### src/rtl/rs232_byte_fifo_pkg.sv
// Shared definitions for the RS-232 byte FIFO: default widths and the
// state encodings of the input and output handshake FSMs.
package rs232_pkg;

  localparam int RS232_DATA_W          = 8;
  localparam int RS232_FIFO_DEPTH_LOG2 = 4;

  // Input handshake FSM: waiting for a request, or holding the acknowledge.
  typedef logic [0:0] in_state_t;
  localparam in_state_t IN_IDLE = 1'b0;
  localparam in_state_t IN_ACK  = 1'b1;

  // Output handshake FSM: loading a byte, presenting it, waiting for ack release.
  typedef logic [1:0] out_state_t;
  localparam out_state_t OUT_IDLE = 2'd0;
  localparam out_state_t OUT_REQ  = 2'd1;
  localparam out_state_t OUT_WAIT = 2'd2;

endpackage

### src/rtl/rs232_byte_fifo_if.sv
// Producer/consumer handshake bundle of the byte FIFO. The slave modport is
// the FIFO's own view; the master modport is the view of the surrounding logic.
interface rs232_byte_fifo_if
  import rs232_pkg::*;
#(
  parameter int P_WIDTH      = RS232_DATA_W,
  parameter int P_DEPTH_LOG2 = RS232_FIFO_DEPTH_LOG2
);

  logic [P_WIDTH-1:0]    in_data;
  logic                  in_req;
  logic                  in_ack;
  logic [P_WIDTH-1:0]    out_data;
  logic                  out_req;
  logic                  out_ack;
  logic [P_DEPTH_LOG2:0] count;
  logic                  full;
  logic                  empty;

  modport master (
    output in_data, in_req, out_ack,
    input  in_ack, out_data, out_req, count, full, empty
  );

  modport slave (
    input  in_data, in_req, out_ack,
    output in_ack, out_data, out_req, count, full, empty
  );

endinterface

### src/rtl/rs232_fifo_ram.sv
// Simple dual-port storage for the byte FIFO: synchronous write, registered
// read. The read register doubles as the presented output byte, so it only
// loads when a read is issued and otherwise holds its value.
module rs232_fifo_ram
  import rs232_pkg::*;
#(
  parameter int P_WIDTH      = RS232_DATA_W,
  parameter int P_DEPTH_LOG2 = RS232_FIFO_DEPTH_LOG2
) (
  input  logic                    clk,
  input  logic                    rst_n,
  input  logic                    wr_en,
  input  logic [P_DEPTH_LOG2-1:0] wr_addr,
  input  logic [P_WIDTH-1:0]      wr_data,
  input  logic                    rd_en,
  input  logic [P_DEPTH_LOG2-1:0] rd_addr,
  output logic [P_WIDTH-1:0]      rd_data
);

  localparam int DEPTH = 1 << P_DEPTH_LOG2;

  logic [P_WIDTH-1:0] mem [0:DEPTH-1];
  logic [P_WIDTH-1:0] rd_data_reg;

  // Storage write; the array itself carries no reset so it maps onto RAM.
  always_ff @(posedge clk) begin
    if (wr_en) begin
      mem[wr_addr] <= wr_data;
    end
  end

  // Registered read, held between reads so a presented byte never changes.
  always_ff @(posedge clk or negedge rst_n) begin
    if (!rst_n) begin
      rd_data_reg <= '0;
    end else if (rd_en) begin
      rd_data_reg <= mem[rd_addr];
    end
  end

  assign rd_data = rd_data_reg;

endmodule

### src/rtl/rs232_byte_fifo.sv
// Elastic byte buffer between the serial receiver and its consumer. Bytes
// enter on a four-phase req/ack port and leave, in order, on an identical
// port. Pointers carry one extra wrap bit so occupancy is a plain subtraction.
module rs232_byte_fifo
  import rs232_pkg::*;
#(
  parameter int P_WIDTH      = RS232_DATA_W,
  parameter int P_DEPTH_LOG2 = RS232_FIFO_DEPTH_LOG2
) (
  input logic              clk,
  input logic              rst_n,
  rs232_byte_fifo_if.slave bus
);

  localparam int DEPTH = 1 << P_DEPTH_LOG2;

  typedef logic [P_DEPTH_LOG2:0] ptr_t;

  in_state_t  in_state_reg, in_state_next;
  out_state_t out_state_reg, out_state_next;
  ptr_t       wr_ptr_reg, wr_ptr_next;
  ptr_t       rd_ptr_reg, rd_ptr_next;
  ptr_t       count_reg, count_next;
  logic       full_reg, full_next;
  logic       empty_reg, empty_next;
  logic       in_ack_reg, in_ack_next;
  logic       out_req_reg, out_req_next;
  logic       push, pop, load;

  // Transfer events of this cycle and the resulting pointers and flags.
  always_comb begin
    push        = (in_state_reg == IN_IDLE) && bus.in_req && !full_reg;
    pop         = (out_state_reg == OUT_REQ) && bus.out_ack;
    load        = (out_state_reg == OUT_IDLE) && !empty_reg;
    wr_ptr_next = wr_ptr_reg + ptr_t'(push);
    rd_ptr_next = rd_ptr_reg + ptr_t'(pop);
    count_next  = wr_ptr_next - rd_ptr_next;
    full_next   = (count_next == ptr_t'(DEPTH));
    empty_next  = (count_next == '0);
  end

  // Input handshake: acknowledge a request once the byte is stored, then
  // wait for the producer to drop its request.
  always_comb begin
    in_state_next = in_state_reg;
    in_ack_next   = in_ack_reg;
    case (in_state_reg)
      IN_IDLE: begin
        if (push) begin
          in_state_next = IN_ACK;
          in_ack_next   = 1'b1;
        end
      end
      default: begin
        if (!bus.in_req) begin
          in_state_next = IN_IDLE;
          in_ack_next   = 1'b0;
        end
      end
    endcase
  end

  // Output handshake: the RAM read issued in OUT_IDLE lands in the output
  // register on the same edge that raises out_req.
  always_comb begin
    out_state_next = out_state_reg;
    out_req_next   = out_req_reg;
    case (out_state_reg)
      OUT_IDLE: begin
        if (load) begin
          out_state_next = OUT_REQ;
          out_req_next   = 1'b1;
        end
      end
      OUT_REQ: begin
        if (bus.out_ack) begin
          out_state_next = OUT_WAIT;
          out_req_next   = 1'b0;
        end
      end
      OUT_WAIT: begin
        if (!bus.out_ack) begin
          out_state_next = OUT_IDLE;
        end
      end
      default: begin
        out_state_next = OUT_IDLE;
        out_req_next   = 1'b0;
      end
    endcase
  end

  // State, pointer and flag registers; reset discards any in-flight data.
  always_ff @(posedge clk or negedge rst_n) begin
    if (!rst_n) begin
      in_state_reg  <= IN_IDLE;
      out_state_reg <= OUT_IDLE;
      wr_ptr_reg    <= '0;
      rd_ptr_reg    <= '0;
      count_reg     <= '0;
      full_reg      <= 1'b0;
      empty_reg     <= 1'b1;
      in_ack_reg    <= 1'b0;
      out_req_reg   <= 1'b0;
    end else begin
      in_state_reg  <= in_state_next;
      out_state_reg <= out_state_next;
      wr_ptr_reg    <= wr_ptr_next;
      rd_ptr_reg    <= rd_ptr_next;
      count_reg     <= count_next;
      full_reg      <= full_next;
      empty_reg     <= empty_next;
      in_ack_reg    <= in_ack_next;
      out_req_reg   <= out_req_next;
    end
  end

  rs232_fifo_ram #(
    .P_WIDTH      (P_WIDTH),
    .P_DEPTH_LOG2 (P_DEPTH_LOG2)
  ) u_ram (
    .clk     (clk),
    .rst_n   (rst_n),
    .wr_en   (push),
    .wr_addr (wr_ptr_reg[P_DEPTH_LOG2-1:0]),
    .wr_data (bus.in_data),
    .rd_en   (load),
    .rd_addr (rd_ptr_reg[P_DEPTH_LOG2-1:0]),
    .rd_data (bus.out_data)
  );

  assign bus.in_ack  = in_ack_reg;
  assign bus.out_req = out_req_reg;
  assign bus.count   = count_reg;
  assign bus.full    = full_reg;
  assign bus.empty   = empty_reg;

endmodule
### src/flat_wrapper.sv
// flat-port wrapper written by rule: the top's interface ports become plain ports
module rs232_byte_fifo_flat import rs232_pkg::*;
#(
  parameter int P_WIDTH      = RS232_DATA_W,
  parameter int P_DEPTH_LOG2 = RS232_FIFO_DEPTH_LOG2
)
  (clk, rst_n, bus_in_data, bus_in_req, bus_out_ack, bus_in_ack, bus_out_data, bus_out_req, bus_count, bus_full, bus_empty);
  rs232_byte_fifo_if #(.P_WIDTH(P_WIDTH), .P_DEPTH_LOG2(P_DEPTH_LOG2)) bus_i ();
  input logic clk;
  input logic rst_n;
  input wire logic [$bits(bus_i.in_data)-1:0] bus_in_data;
  input wire logic [$bits(bus_i.in_req)-1:0] bus_in_req;
  input wire logic [$bits(bus_i.out_ack)-1:0] bus_out_ack;
  output wire logic [$bits(bus_i.in_ack)-1:0] bus_in_ack;
  output wire logic [$bits(bus_i.out_data)-1:0] bus_out_data;
  output wire logic [$bits(bus_i.out_req)-1:0] bus_out_req;
  output wire logic [$bits(bus_i.count)-1:0] bus_count;
  output wire logic [$bits(bus_i.full)-1:0] bus_full;
  output wire logic [$bits(bus_i.empty)-1:0] bus_empty;
  assign bus_i.in_data = bus_in_data;
  assign bus_i.in_req = bus_in_req;
  assign bus_i.out_ack = bus_out_ack;
  assign bus_in_ack = bus_i.in_ack;
  assign bus_out_data = bus_i.out_data;
  assign bus_out_req = bus_i.out_req;
  assign bus_count = bus_i.count;
  assign bus_full = bus_i.full;
  assign bus_empty = bus_i.empty;
  rs232_byte_fifo #(.P_WIDTH(P_WIDTH), .P_DEPTH_LOG2(P_DEPTH_LOG2)) u_core (.clk(clk), .rst_n(rst_n), .bus(bus_i));
endmodule
### config.mk
export PLATFORM = sky130hd
export DESIGN_NAME = rs232_byte_fifo_flat
export DESIGN_NICKNAME = d
export VERILOG_FILES = /design/src/rtl/rs232_byte_fifo_pkg.sv /design/src/rtl/rs232_byte_fifo_if.sv /design/src/rtl/rs232_fifo_ram.sv /design/src/rtl/rs232_byte_fifo.sv /design/src/flat_wrapper.sv
export SDC_FILE = /design/constraint.sdc
export NUM_CORES = 1
export LEC_CHECK = 0
export CAP_MARGIN = 20
export CORE_ASPECT_RATIO = 1.75
export CORE_MARGIN = 1
export CORE_UTILIZATION = 60
export CTS_CLUSTER_DIAMETER = 50
export CTS_CLUSTER_SIZE = 8
export DETAILED_ROUTE_END_ITERATION = 10
export HOLD_SLACK_MARGIN = 0.02
export PLACE_DENSITY = 0.79
export SYNTH_ARGS = -nofsm -noshare
export SYNTH_HDL_FRONTEND = slang
export SYNTH_HIERARCHICAL = 1
export SYNTH_SLANG_ARGS = --single-unit
### constraint.sdc
create_clock -name clk -period 3.2 [get_ports clk]
set_clock_uncertainty 0.15 [all_clocks]
set_input_delay 0.32 -clock clk [delete_from_list [all_inputs] [get_ports clk]]
set_output_delay 0.32 -clock clk [all_outputs]
set_load 0.02 [all_outputs]
### Word-level counts from Yosys, hierarchy flattened

Memories as Yosys holds them, arrays and structs flattened. A register that Yosys moved wholly into a read port is not among the register bits.
Index checks and enable logic that the tools add are counted.

| cells by class | value |
|---|---|
| add/sub/neg operators | 3 |
| eq/ne operators | 7 |
| multiplexer cells | 14 |
| bitwise operators | 2 |
| reduce and logical (&&, ||, !) cells | 13 |

Operators by type and width:

| cell | number |
|---|---|
| 5-bit by 1-bit adder with 5-bit output | 2 |
| 1-bit 2-to-1 mux | 9 |
| 2-bit 2-to-1 mux | 3 |
| 2-bit inequality test, second input constant | 3 |
| 2-bit case mux with 3 select lines | 1 |
| 3-bit AND reduction | 2 |
| 5-bit == test, second input constant | 1 |
| 5-bit logical NOT | 1 |
| 5-bit subtractor | 1 |
| 1-bit logical AND | 4 |
| 1-bit logical NOT | 3 |
| 1-bit case mux with 3 select lines | 1 |
| 2-bit by 1-bit == test with 1-bit output, second input constant | 1 |
| 2-bit == test, second input constant | 1 |
| 2-bit logical NOT | 1 |
| 2-bit by 1-bit inequality test with 1-bit output, second input constant | 1 |
| 1-bit NOT | 2 |
| 2-bit AND reduction | 1 |
| 2-bit nonzero test | 1 |

| word-level totals | value |
|---|---|
| register bits after elaboration | 22 |
| RAM bits | 128 |
| bits of input ports | 12 |
| output and inout bits | 17 |
| word-level logic and storage cells | 49 |
| memories kept | 1 |

Memory list:

| memory | words | bits a word | read ports | clocked after memory_dff | wr ports | RTL line | source |
|---|---|---|---|---|---|---|---|
| u_core.u_ram.mem | 16 | 8 | 1 | 1 | 1 | rs232_fifo_ram.sv:22 | `logic [P_WIDTH-1:0] mem [0:DEPTH-1];` |

### Longest topological paths before layout

| logic depth | value |
|---|---|
| depth in word-level cells | 6 |
| depth in mapped cells | 11 |
| gate-level depth less buffers | 11 |

### By module

The synthesis kept the hierarchy.

By module, submodules not included:

| module | times used | cells an instance | area each (um^2) | sequential area each (um^2) |
|---|---|---|---|---|
| rs232_fifo_ram | 1 | 240 | 5331.4 | 4043.9 |
| rs232_byte_fifo | 1 | 81 | 1001.0 | 551.8 |

### Worst setup path before layout

OpenSTA, ideal clock, no wires.

| timing path | value |
|---|---|
| kind | register to register |
| start | reg u_core.full_reg, in the netlist u_core/bus.full |
| end | reg u_core.full_reg, in the netlist u_core/bus.full |
| setup time | 0.121 ns |
| arrival time | 2.595 ns |
| required time | 2.929 ns |
| slack | 0.335 ns |
| stages on the path, launching flop included | 11 |
| buffers on the path | 0 |
| period minus slack after synthesis | 2.865 ns |
| cell sequence | dfrtp_1 > nor3b_1 > ha_1 > inv_1 > ha_1 > inv_1 > fa_1 > o211ai_1 > nand2_1 > xnor3_1 > nor3b_1 |

| on the way | value |
|---|---|
| word-level cells in the longest chain between the ends | 5 |

Ends and longest elaborated chain:

| what | RTL line | source |
|---|---|---|
| from (decl) | rs232_byte_fifo.sv:24 | `logic full_reg, full_next;` |
| from (signal assigned) | rs232_byte_fifo.sv:111 | `full_reg <= full_next;` |
| 1-bit logical NOT | rs232_byte_fifo.sv:32 | `push = (in_state_reg == IN_IDLE) && bus.in_req && !full_reg;` |
| 1-bit logical AND | rs232_byte_fifo.sv:32 |  |
| named net u_core.push | rs232_byte_fifo.sv:28 | `logic push, pop, load;` |
| 5-bit by 1-bit adder with 5-bit output | rs232_byte_fifo.sv:35 | `wr_ptr_next = wr_ptr_reg + ptr_t'(push);` |
| named net u_core.wr_ptr_next[0] | rs232_byte_fifo.sv:21 | `ptr_t wr_ptr_reg, wr_ptr_next;` |
| 5-bit subtractor | rs232_byte_fifo.sv:37 | `count_next = wr_ptr_next - rd_ptr_next;` |
| named net u_core.count_next[4] | rs232_byte_fifo.sv:23 | `ptr_t count_reg, count_next;` |
| 5-bit == test | rs232_byte_fifo.sv:38 | `full_next = (count_next == ptr_t'(DEPTH));` |
| named net u_core.full_next | rs232_byte_fifo.sv:24 |  |

The timed path passes the listed nets, and every way through them passes these cells.
A chain may end at the register's enable or synchronous reset.

### Worst setup path after layout

Ends and elaborated chain as after synthesis.

==> flow_summary.toml <==
[clocking]
cts_tree = "done"
hold_buffers = 0
clock-sinks = 158
cts_resized = 0
numCtsBuffers = 17
root_buffer = "clkbuf_16"
clk_latency_ns = 0.42
h-tree-depth = 4
post-cts-setup-buffer-count = 0
path_clk_slew_ns = 0.06
clockBufferDepth = 2

[synthesis]
yosysUniqueCellTypes = 42
synth_seq_cells = 158
synth_nets = 341
avgSynthCellArea_um2 = 19.7
synth_area_mm2 = 0.00633
synth_cells = 321
synth_warnings = 6
yosysSeqAreaShare_pct = 72.6

[drt]
drtAntennaViolNets = 0
drt_iter0_drc = 256
drc = 0
wire_per_inst_um = 24.2
wirelength_mm = 12.6
vias = 3233
via_per_inst = 6.23
drt-pass1-iter-count = 4

[run_status]
status = "finished, final reports clean"

[timing]
final_max_slew_viol_count = 0
setup_viol = 0
finalCriticalPeriod_ns = 2.81
finalSetupTns_ns = 0
slew_headroom_pct = 55.7
tightest_slew_ns = 0.663
hold_violations = 0
rsz0062_at_grt = "false"
finalCritPeriodShare_pct = 87.8
fmax_mhz = 356

[finish]
finish.utilization_pct = 72.0
drive_gt1_share_pct = 24.0
antenna_cells = 0
multi_input_area_mm2 = 0.00158
nFillCells = 604
nNetsFinal = 399
register_area_mm2 = 0.00460
largest_register_ffs = 128
syn2layout_area_growth_pct = 17.1

[global_routing]
grt_overflow_total = 0
grt_max_degree = 35
grt_pass1_vias = 3374
grt_pass1_wl_mm = 19.4
antenna_found_initial = 0
grt_util_all_layers_pct = 26.1

[floorplanning]
die_y_um = 138
die_x_um = 79.7
start_util_pct = 61.5
num_rows = 49
floorplan.die_area_mm2 = 0.0110
boundaryPins = 29
core_area_mm2 = 0.0103

[placed_design]
dpl.hpwl_mm = 8.06
routabilityCongestion = 0.801
numPortBuffers = 28

[critical_path]
crit_chain = "nor3b_1 -> ha_1 -> inv_1 -> ha_1 -> inv_1 -> fa_1 -> o211ai_1 -> nand2_1 -> xnor3_1 -> nor3b_1"
startpoint_type = "flip-flop"
slowest_delay_ns = 0.42
cp.required_ns = 3.35
critPathMaxFanout = 3
end_kind = "flip-flop"
setup.worst_path.class = "flip-flop to flip-flop"
critPathArrivalTime_ns = 2.96
crit_slowest_cell = "fa_1"

[power]
internal-power_mw = 4.84
sw_frac_of_total_pct = 31.5
seqPwrFrac_pct = 38.0
power_per_cell_area_mw_per_mm2 = 952
ir_drop_mv = 0.890
p_clk_share_pct = 27.7
combPwrFrac_pct = 34.3
total_leakage_power_nw = 2.59
p_switching_mw = 2.22
power_mw = 7.06

[job]
maxCapViolations = 0

[min_path]
min_path_type = "primary input to asynchronous set/reset pin"
## kinds of logic (layout without fill, tap and decap cells)
family	count (synthesis)	count (layout)	synth area share, %
fa+ha+maj	8	8	1.70
xor+xnor	12	12	2.11
compound gates	28	28	3.97
simple gates	53	53	4.13
buf+inv	22	93	2.51
mux	40	40	13.0
flops	158	158	72.6
## Yosys cell counts, drive strengths merged
cell	instances	share of area [%]
edfxtp	128	61
mux4	32	12
dfrtp	29	11
nor2	22	1.3
buf	14	2.0
a221oi	8	1.9
inv	8	0.47
mux2i	8	1.3
o22ai	8	0.89
xnor2	8	1.2
ha	7	1.4
nor3	7	0.63
nand2	5	0.30
nand3	5	0.40
nand2b	4	0.40
o21ai	4	0.32
xor2	3	0.53
a21oi	2	0.16
and2	2	0.20
nand3b	2	0.24
nor3b	2	0.24
o21a	2	0.24
a211oi	1	0.12
a31oi	1	0.099
and3	1	0.099
dfstp	1	0.42
fa	1	0.32
nor2b	1	0.099
o211ai	1	0.12
o31a	1	0.14
or2	1	0.099
or3b	1	0.14
xnor3	1	0.36
## final cells by class
cell class / instances / share of cell area [%]
clock buffer: 20 / 5.89
clock inverter: 12 / 1.96
inverter: 8 / 0.405
multi-input combinational: 141 / 21.3
sequential: 158 / 62.0
tap: 127 / 2.14
timing repair buffer: 53 / 6.31
## per-layer routing
layer  vias up  GRT usage [%]  routed length (um)
met5         -              0                   0
met1      1658           29.7                4380
li1       1397              -                   -
met3        32           5.86                 669
met4         0           12.2                 447
met2       146           46.0                7080
## final timing paths
path | start | to | slack, ns | cells past startpoint
worst max-delay path | u_core/bus.full | u_core/bus.full | 0.39 | 10
worst min-delay path | rst_n | u_core/wr_ptr_reg[1] | 0.15 | 2
worst max register to register | u_core/bus.full | u_core/bus.full | 0.39 | 10
worst min register to register | u_core/wr_ptr_reg[4] | u_core/wr_ptr_reg[4] | 0.33 | 1
max in group asynchronous | rst_n | u_core/bus.empty | 2.43 | 2
min in group clk | u_core/wr_ptr_reg[4] | u_core/wr_ptr_reg[4] | 0.33 | 1
## worst max-delay path, delay by kind of cell (launching register included)
family | cells | cell delay (ns)
fa+ha+maj | 3 | 0.87
simple gates | 3 | 0.56
flops | 1 | 0.41
xor+xnor | 1 | 0.38
compound gates | 1 | 0.20
buf+inv | 2 | 0.13
## placed cells by master, fill, tap and decap left out, types with 3 or more instances in the layout
cell type,n
edfxtp_1,128
dfrtp_1,29
clkdlybuf4s50_1,28
mux4_2,26
buf_4,25
nor2_1,22
clkbuf_16,17
inv_1,8
mux2i_1,8
a221oi_2,8
xnor2_1,7
ha_1,7
o22ai_1,7
mux4_1,6
clkinvlp_4,5
nand3_1,5
nand2_1,5
nor3_1,5
o21ai_0,4
nand2b_1,4
clkbuf_1,3
bufinv_16,3
## power groups by stage
stage | clock network (mW) | registers [mW] | logic (mW)
after floorplan | 0 | 2.79 | 1.71
after global placement | 0 | 2.69 | 2.34
after detailed placement | 0 | 2.71 | 2.40
after CTS | 1.98 | 2.68 | 2.45
after global routing | 2.05 | 2.71 | 2.62
final | 1.96 | 2.68 | 2.42
## per-stage QoR
step | area (um^2) | hold WS (ns) | cells | setup slack, ns
floorplan | 6330 | -0.126 | 321 | 0.335
global placement | 6840 | 0.327 | 487 | 0.143
detailed placement | 6840 | 0.316 | 487 | 0.0122
CTS | 7420 | 0.153 | 519 | 0.353
global route | 7420 | 0.194 | 519 | 0.202
finish | 7420 | 0.151 | 519 | 0.390
Power figures use the tool's default switching activity.
